`src/rtl/bcd_pkg.sv`:
```
// Shared types and constants for the multi-digit BCD counter.
package bcd_pkg;

  typedef logic [3:0] bcd_digit_t;

  localparam bcd_digit_t BCD_NINE = 4'd9;
  localparam bcd_digit_t BCD_ZERO = 4'd0;

  typedef enum logic [1:0] {
    IDLE   = 2'd0,
    STEP   = 2'd1,
    COMMIT = 2'd2
  } bcd_state_e;

  // Preset digits outside 0..9 are forced to zero.
  function automatic bcd_digit_t bcd_sanitize(bcd_digit_t d);
    return (d > BCD_NINE) ? BCD_ZERO : d;
  endfunction

endpackage

```
`src/rtl/bcd_digit_step.sv`:
```
// Single-digit BCD increment stage; a digit above 9 is treated as 9.
module bcd_digit_step
  import bcd_pkg::*;
(
  input  bcd_digit_t digit_i,
  output bcd_digit_t next_digit_c_o,
  output logic       carry_c_o
);

  // Increment with decimal carry.
  always_comb begin
    carry_c_o      = (digit_i >= BCD_NINE);
    next_digit_c_o = carry_c_o ? BCD_ZERO : 4'(digit_i + 4'd1);
  end

endmodule

```
`src/rtl/bcd_counter_ctrl.sv`:
```
// Multi-digit BCD counter controller: prescaler tick, LSD-first ripple walk
// through one shared digit stage, atomic commit with a one-cycle update pulse.
// Optional macro BCD_COUNTER_SATURATE_EN: saturate at all-nines with a sticky
// overflow flag instead of wrapping with an overflow pulse.
module bcd_counter_ctrl
  import bcd_pkg::*;
#(
  parameter int unsigned DIGITS   = 4,
  parameter int unsigned PRESCALE = 50000000
) (
  input  logic                  clk,
  input  logic                  rst_n,
  input  logic                  run,
  input  logic                  clear,
  input  logic                  load,
  input  logic [4*DIGITS-1:0]   load_value,
  output logic [4*DIGITS-1:0]   digits,
  output logic                  busy,
  output logic                  update,
  output logic                  overflow
);

  localparam int unsigned PW = (PRESCALE > 1) ? $clog2(PRESCALE) : 1;
  localparam int unsigned IW = (DIGITS > 1) ? $clog2(DIGITS) : 1;
  localparam logic [IW-1:0] LAST_IDX = IW'(DIGITS - 1);

`ifdef BCD_COUNTER_SATURATE_EN
  localparam bit SATURATE = 1'b1;
`else
  localparam bit SATURATE = 1'b0;
`endif

  if (DIGITS < 1 || DIGITS > 8) begin : g_bad_digits
    $error("bcd_counter_ctrl: DIGITS must be 1..8");
  end
  if (PRESCALE < DIGITS + 2) begin : g_bad_prescale
    $error("bcd_counter_ctrl: PRESCALE must be >= DIGITS+2");
  end

  logic [PW-1:0]                presc_q;
  logic                         tick_c;
  bcd_state_e                   state_q;
  logic [IW-1:0]                idx_q;
  bcd_digit_t [DIGITS-1:0]      work_q;
  bcd_digit_t [DIGITS-1:0]      digits_q;
  bcd_digit_t [DIGITS-1:0]      work_next_c;
  bcd_digit_t [DIGITS-1:0]      load_clean_c;
  logic                         busy_q;
  logic                         update_q;
  logic                         overflow_q;
  bcd_digit_t                   step_in_c;
  bcd_digit_t                   step_out_c;
  logic                         step_carry_c;
  logic                         skip_c;

  assign tick_c    = run && (presc_q == PW'(PRESCALE - 1));
  assign step_in_c = work_q[idx_q];

  bcd_digit_step u_step (
    .digit_i        (step_in_c),
    .next_digit_c_o (step_out_c),
    .carry_c_o      (step_carry_c)
  );

  // Working copy with the currently addressed digit replaced by the stage result.
  always_comb begin
    work_next_c        = work_q;
    work_next_c[idx_q] = step_out_c;
  end

  // Sanitised preset value.
  always_comb begin
    for (int i = 0; i < int'(DIGITS); i++) begin
      load_clean_c[i] = bcd_sanitize(load_value[4*i +: 4]);
    end
  end

`ifdef BCD_COUNTER_SATURATE_EN
  // Saturating build: an all-nines count bypasses the walk.
  always_comb begin
    skip_c = 1'b1;
    for (int i = 0; i < int'(DIGITS); i++) begin
      if (digits_q[i] != BCD_NINE) skip_c = 1'b0;
    end
  end
`else
  assign skip_c = 1'b0;
`endif

  // Prescaler: wraps at PRESCALE-1 while running, holds otherwise.
  always_ff @(posedge clk or negedge rst_n) begin
    if (!rst_n) begin
      presc_q <= '0;
    end else if (clear || load) begin
      presc_q <= '0;
    end else if (run) begin
      presc_q <= tick_c ? '0 : PW'(presc_q + PW'(1));
    end
  end

  // Walk FSM with registered outputs; clear > load > tick/walk.
  always_ff @(posedge clk or negedge rst_n) begin
    if (!rst_n) begin
      state_q    <= IDLE;
      idx_q      <= '0;
      work_q     <= '0;
      digits_q   <= '0;
      busy_q     <= 1'b0;
      update_q   <= 1'b0;
      overflow_q <= 1'b0;
    end else begin
      update_q <= 1'b0;
      if (!SATURATE) overflow_q <= 1'b0;
      if (clear) begin
        state_q    <= IDLE;
        idx_q      <= '0;
        digits_q   <= '0;
        busy_q     <= 1'b0;
        update_q   <= 1'b1;
        overflow_q <= 1'b0;
      end else if (load) begin
        state_q    <= IDLE;
        idx_q      <= '0;
        digits_q   <= load_clean_c;
        busy_q     <= 1'b0;
        update_q   <= 1'b1;
        overflow_q <= 1'b0;
      end else begin
        case (state_q)
          IDLE: begin
            if (tick_c) begin
              busy_q <= 1'b1;
              if (skip_c) begin
                state_q    <= COMMIT;
                update_q   <= 1'b1;
                overflow_q <= 1'b1;
              end else begin
                work_q  <= digits_q;
                idx_q   <= '0;
                state_q <= STEP;
              end
            end
          end
          STEP: begin
            work_q <= work_next_c;
            if (step_carry_c && (idx_q != LAST_IDX)) begin
              idx_q <= IW'(idx_q + IW'(1));
            end else begin
              digits_q <= work_next_c;
              update_q <= 1'b1;
              state_q  <= COMMIT;
              if (step_carry_c) overflow_q <= 1'b1;
            end
          end
          COMMIT: begin
            state_q <= IDLE;
            busy_q  <= 1'b0;
          end
          default: begin
            state_q <= IDLE;
            busy_q  <= 1'b0;
          end
        endcase
      end
    end
  end

  assign digits   = digits_q;
  assign busy     = busy_q;
  assign update   = update_q;
  assign overflow = overflow_q;

endmodule
```
`config.mk`:
```
export PLATFORM = sky130hd
export DESIGN_NAME = bcd_counter_ctrl
export DESIGN_NICKNAME = d
export VERILOG_FILES = /design/src/rtl/bcd_pkg.sv /design/src/rtl/bcd_digit_step.sv /design/src/rtl/bcd_counter_ctrl.sv
export SDC_FILE = /design/constraint.sdc
export NUM_CORES = 1
export LEC_CHECK = 0
export BUFFER_PORTS_ARGS = -buffer_cell sky130_fd_sc_hd__buf_4
export CAP_MARGIN = 10
export CORE_UTILIZATION = 46
export DETAILED_ROUTE_END_ITERATION = 7
export HOLD_SLACK_MARGIN = 0.08
export PLACE_DENSITY = 0.74
export SLEW_MARGIN = 25
export SYNTH_ARGS = -nofsm -noshare
export SYNTH_HDL_FRONTEND = slang
export SYNTH_SLANG_ARGS = --single-unit
```
`constraint.sdc`:
```
create_clock -name clk -period 6.9 [get_ports clk]
set_clock_uncertainty 0.1 [all_clocks]
set_input_delay 1.38 -clock clk [delete_from_list [all_inputs] [get_ports clk]]
set_output_delay 1.38 -clock clk [all_outputs]
set_load 0.005 [all_outputs]
```
==> impl_metrics.env <==
export IMPL_status="finished, final reports clean"
export IMPL_area_growth_pct=12.6
export IMPL_timing_slew_headroom_pct=38.0
export IMPL_antenna_found_initial=0
export IMPL_multi_input_area_um2=2290
export IMPL_min_period_over_period_pct=51.8
export IMPL_clock_latency_ns=0.35
export IMPL_synth_warnings=0
export IMPL_worstSetupStartpointType="register"
export IMPL_cts_buffers=9
export IMPL_grt_max_degree=66
export IMPL_n_antenna_cell=0
export IMPL_final_seq_area_um2=1630
export IMPL_p_per_area_nw_per_um2=171
export IMPL_critPathKind="reg2reg"
export IMPL_p_int_mw=0.593
export IMPL_layout_commonest_cell="dfrtp_1"
export IMPL_cts_sinks=65
export IMPL_rsz0062_at_grt="false"
export IMPL_drt_wl_total_mm=10.7
export IMPL_power_frac_seq_pct=49.5
export IMPL_syn_cell_area_um2=4090
export IMPL_switchingPower_mw=0.194
export IMPL_gr_usage_all_layers_pct=23.9
export IMPL_grt_pass1_vias=3173
export IMPL_max_slew_worst_pin_slew_ns=0.923
export IMPL_worstPathMaxFanout=11
export IMPL_grt_pass1_wl_mm=16.6
export IMPL_start_util_pct=47.2
export IMPL_postCtsSetupBuffers=0
export IMPL_hold_path_class="reg2reg"
export IMPL_dieArea_um2=9280
export IMPL_tns_ns=0
export IMPL_yosysSeqAreaShare_pct=39.7
export IMPL_port_buffers=39
export IMPL_wl_per_cell_um=18.5
export IMPL_postSynthAreaPerCell_um2=9.28
export IMPL_final_layout_size_suffix_gt1_share_pct=18.0
export IMPL_cts_tree="built"
export IMPL_finalSetupViolCount=0
export IMPL_path_clk_slew_ns=0.08
export IMPL_via_count=3628
export IMPL_ant_nets=0
export IMPL_grt_ovfl_total=0
export IMPL_synth_seq_cells=65
export IMPL_vdd_drop_max_uv=93.5
export IMPL_p_clk_share_pct=42.7
export IMPL_synthSimpleGateAreaFrac_pct=25.2
export IMPL_setup_worst_path_end_class="register"
export IMPL_slew_violations=0
export IMPL_fin_nets=498
export IMPL_synthXorXnorAreaFrac_pct=2.57
export IMPL_dp_hpwl_mm=7.41
export IMPL_cts_root_buffer="clkbuf_8"
export IMPL_syn_nets=470
export IMPL_synth_top_family_by_area="simple AND/OR/NAND/NOR gates"
export IMPL_synth_cell_types=69
export IMPL_gp_congestion=0.920
export IMPL_synthArstFlopShare_pct=100
export IMPL_core_area_um2=8680
export IMPL_critical_path_arrival_ns=3.75
export IMPL_cts_hold_buffers=0
export IMPL_drc_errors=0
export IMPL_synth_flop_cell="dfrtp_1"
export IMPL_ios=40
export IMPL_synth_compound_area_share_pct=21.1
export IMPL_drt_initial_drc_count=362
export IMPL_std_cell_rows=34
export IMPL_finalHoldViolations=0
export IMPL_synth_edf_count=0
export IMPL_viasPerCell=6.24
export IMPL_post_route_min_period_ns=3.58
export IMPL_dieWidth_um=96.3
export IMPL_synth_cells=441
export IMPL_power_mw=0.788
export IMPL_comb_power_share_pct=7.8
export IMPL_mostFrequentLayoutCells="dfrtp_1 (65), nor2_1 (44), buf_4 (40)"
export IMPL_netSwitchingFraction_pct=24.7
export IMPL_die_y_um=96.3
export IMPL_cts_buffer_depth=2
export IMPL_fmax_mhz=280
export IMPL_synth_fa_ha_area_share_pct=2.44
export IMPL_maxCapViolCount=0
export IMPL_fillCellCount=831
export IMPL_synthMuxAreaShare_pct=4.55
export IMPL_crit_required_ns=7.08
export IMPL_cts_repair_resized=0
export IMPL_h_tree_depth=3
export IMPL_p_leak_nw=2.05
export IMPL_first_pass_iters=5
critical path, stage by stage, from the launching register on:
cell and delay (ns):
dfrtp_1 0.63, mux4_2 0.60, inv_1 0.11, ha_1 0.19, or3b_2 0.48, o221ai_2 0.46, nor2_1 0.27, o31ai_4 0.43
a32o_1 0.24
synthesized netlist by cell type, types with 5 or more instances:
library cell,n,area (um2)
nand2b_1,5,31.3
a22o_1,5,43.8
a31oi_1,8,50.1
dfrtp_1,65,1630
o21ai_0,22,110
nand3_1,25,125
ha_1,8,100
inv_1,16,60.1
a221o_1,6,60.1
and3b_1,7,61.3
nand2_1,39,146
and3_1,10,62.6
a21oi_1,22,110
o2bb2ai_1,5,43.8
nor2b_1,6,37.5
mux2_2,7,78.8
clkbuf_1,15,56.3
nand3b_1,8,60.1
a211o_1,6,52.6
xor2_1,9,78.8
nand4_1,9,56.3
nor3_1,9,45.0
nor2_1,44,165
power by group through the flow:
stage	clock, mW	sequential, mW	combinational (mW)
floorplan	0	0.396	0.0293
global placement	0	0.397	0.0605
detailed placement	0	0.397	0.0615
CTS	0.338	0.390	0.0619
global route	0.357	0.390	0.0685
finish	0.336	0.390	0.0616
cell type report:
type / instances / area share [%]
multi-input cells: 337 / 49.7
flip-flops and latches: 65 / 35.3
repair buffers: 40 / 6.52
clock buffers: 12 / 3.37
well taps: 108 / 2.93
inverters: 16 / 1.30
clock inverters: 3 / 0.869
worst paths after layout:
| check | startpoint | end | slack (ns) | cells past startpoint |
|---|---|---|---|---|
| min in group asynchronous | rst_n | digits[12] | 1.02 | 1 |
| max reg2reg | idx_q[0] | digits[7] | 3.32 | 8 |
| min | busy | busy | 0.42 | 1 |
| min reg2reg | busy | busy | 0.42 | 1 |
| max in group asynchronous | rst_n | presc_q[15] | 5.11 | 1 |
| max | idx_q[0] | digits[7] | 3.32 | 8 |
state kept, by name, indices dropped and copies added, names as in the netlist:
| signal | flops |
|---|---|
| update | 1 |
| state_q | 2 |
| idx_q | 2 |
| work_q | 16 |
| digits | 16 |
| busy | 1 |
| overflow | 1 |
| presc_q | 26 |
stage by stage:
| step | setup slack [ns] | utilization (%) | instances | instance area (um2) | hold slack, ns |
|---|---|---|---|---|---|
| 6_report | 3.32 | 53.1 | 581 | 4610 | 0.417 |
| 4_1_cts | 3.34 | 53.1 | 581 | 4610 | 0.427 |
| 3_5_place_dp | 3.38 | 50.9 | 566 | 4410 | 0.399 |
| 2_1_floorplan | 4.01 | - | 441 | 4090 | 0.385 |
| 5_1_grt | 3.13 | 53.1 | 581 | 4610 | 0.438 |
| 3_3_place_gp | 3.53 | 50.9 | 566 | 4410 | 0.402 |
cells by family (layout without fill, tap and decap cells):
group,after synthesis,in the layout
xor+xnor,12,12
compound gates,115,115
buf+inv,39,71
flops,65,65
simple gates,188,188
mux,14,14
fa+ha+maj,8,8
per-layer routing:
layer	vias to the layer above	GRT usage, %	part of all wire [%]
met3	18	4.90	6.6
met5	-	0	0
met1	1784	36.0	46
li1	1694	-	-
met2	132	34.6	46
met4	0	6.62	1.4
Note: power is estimated with default switching activity, not from simulation.
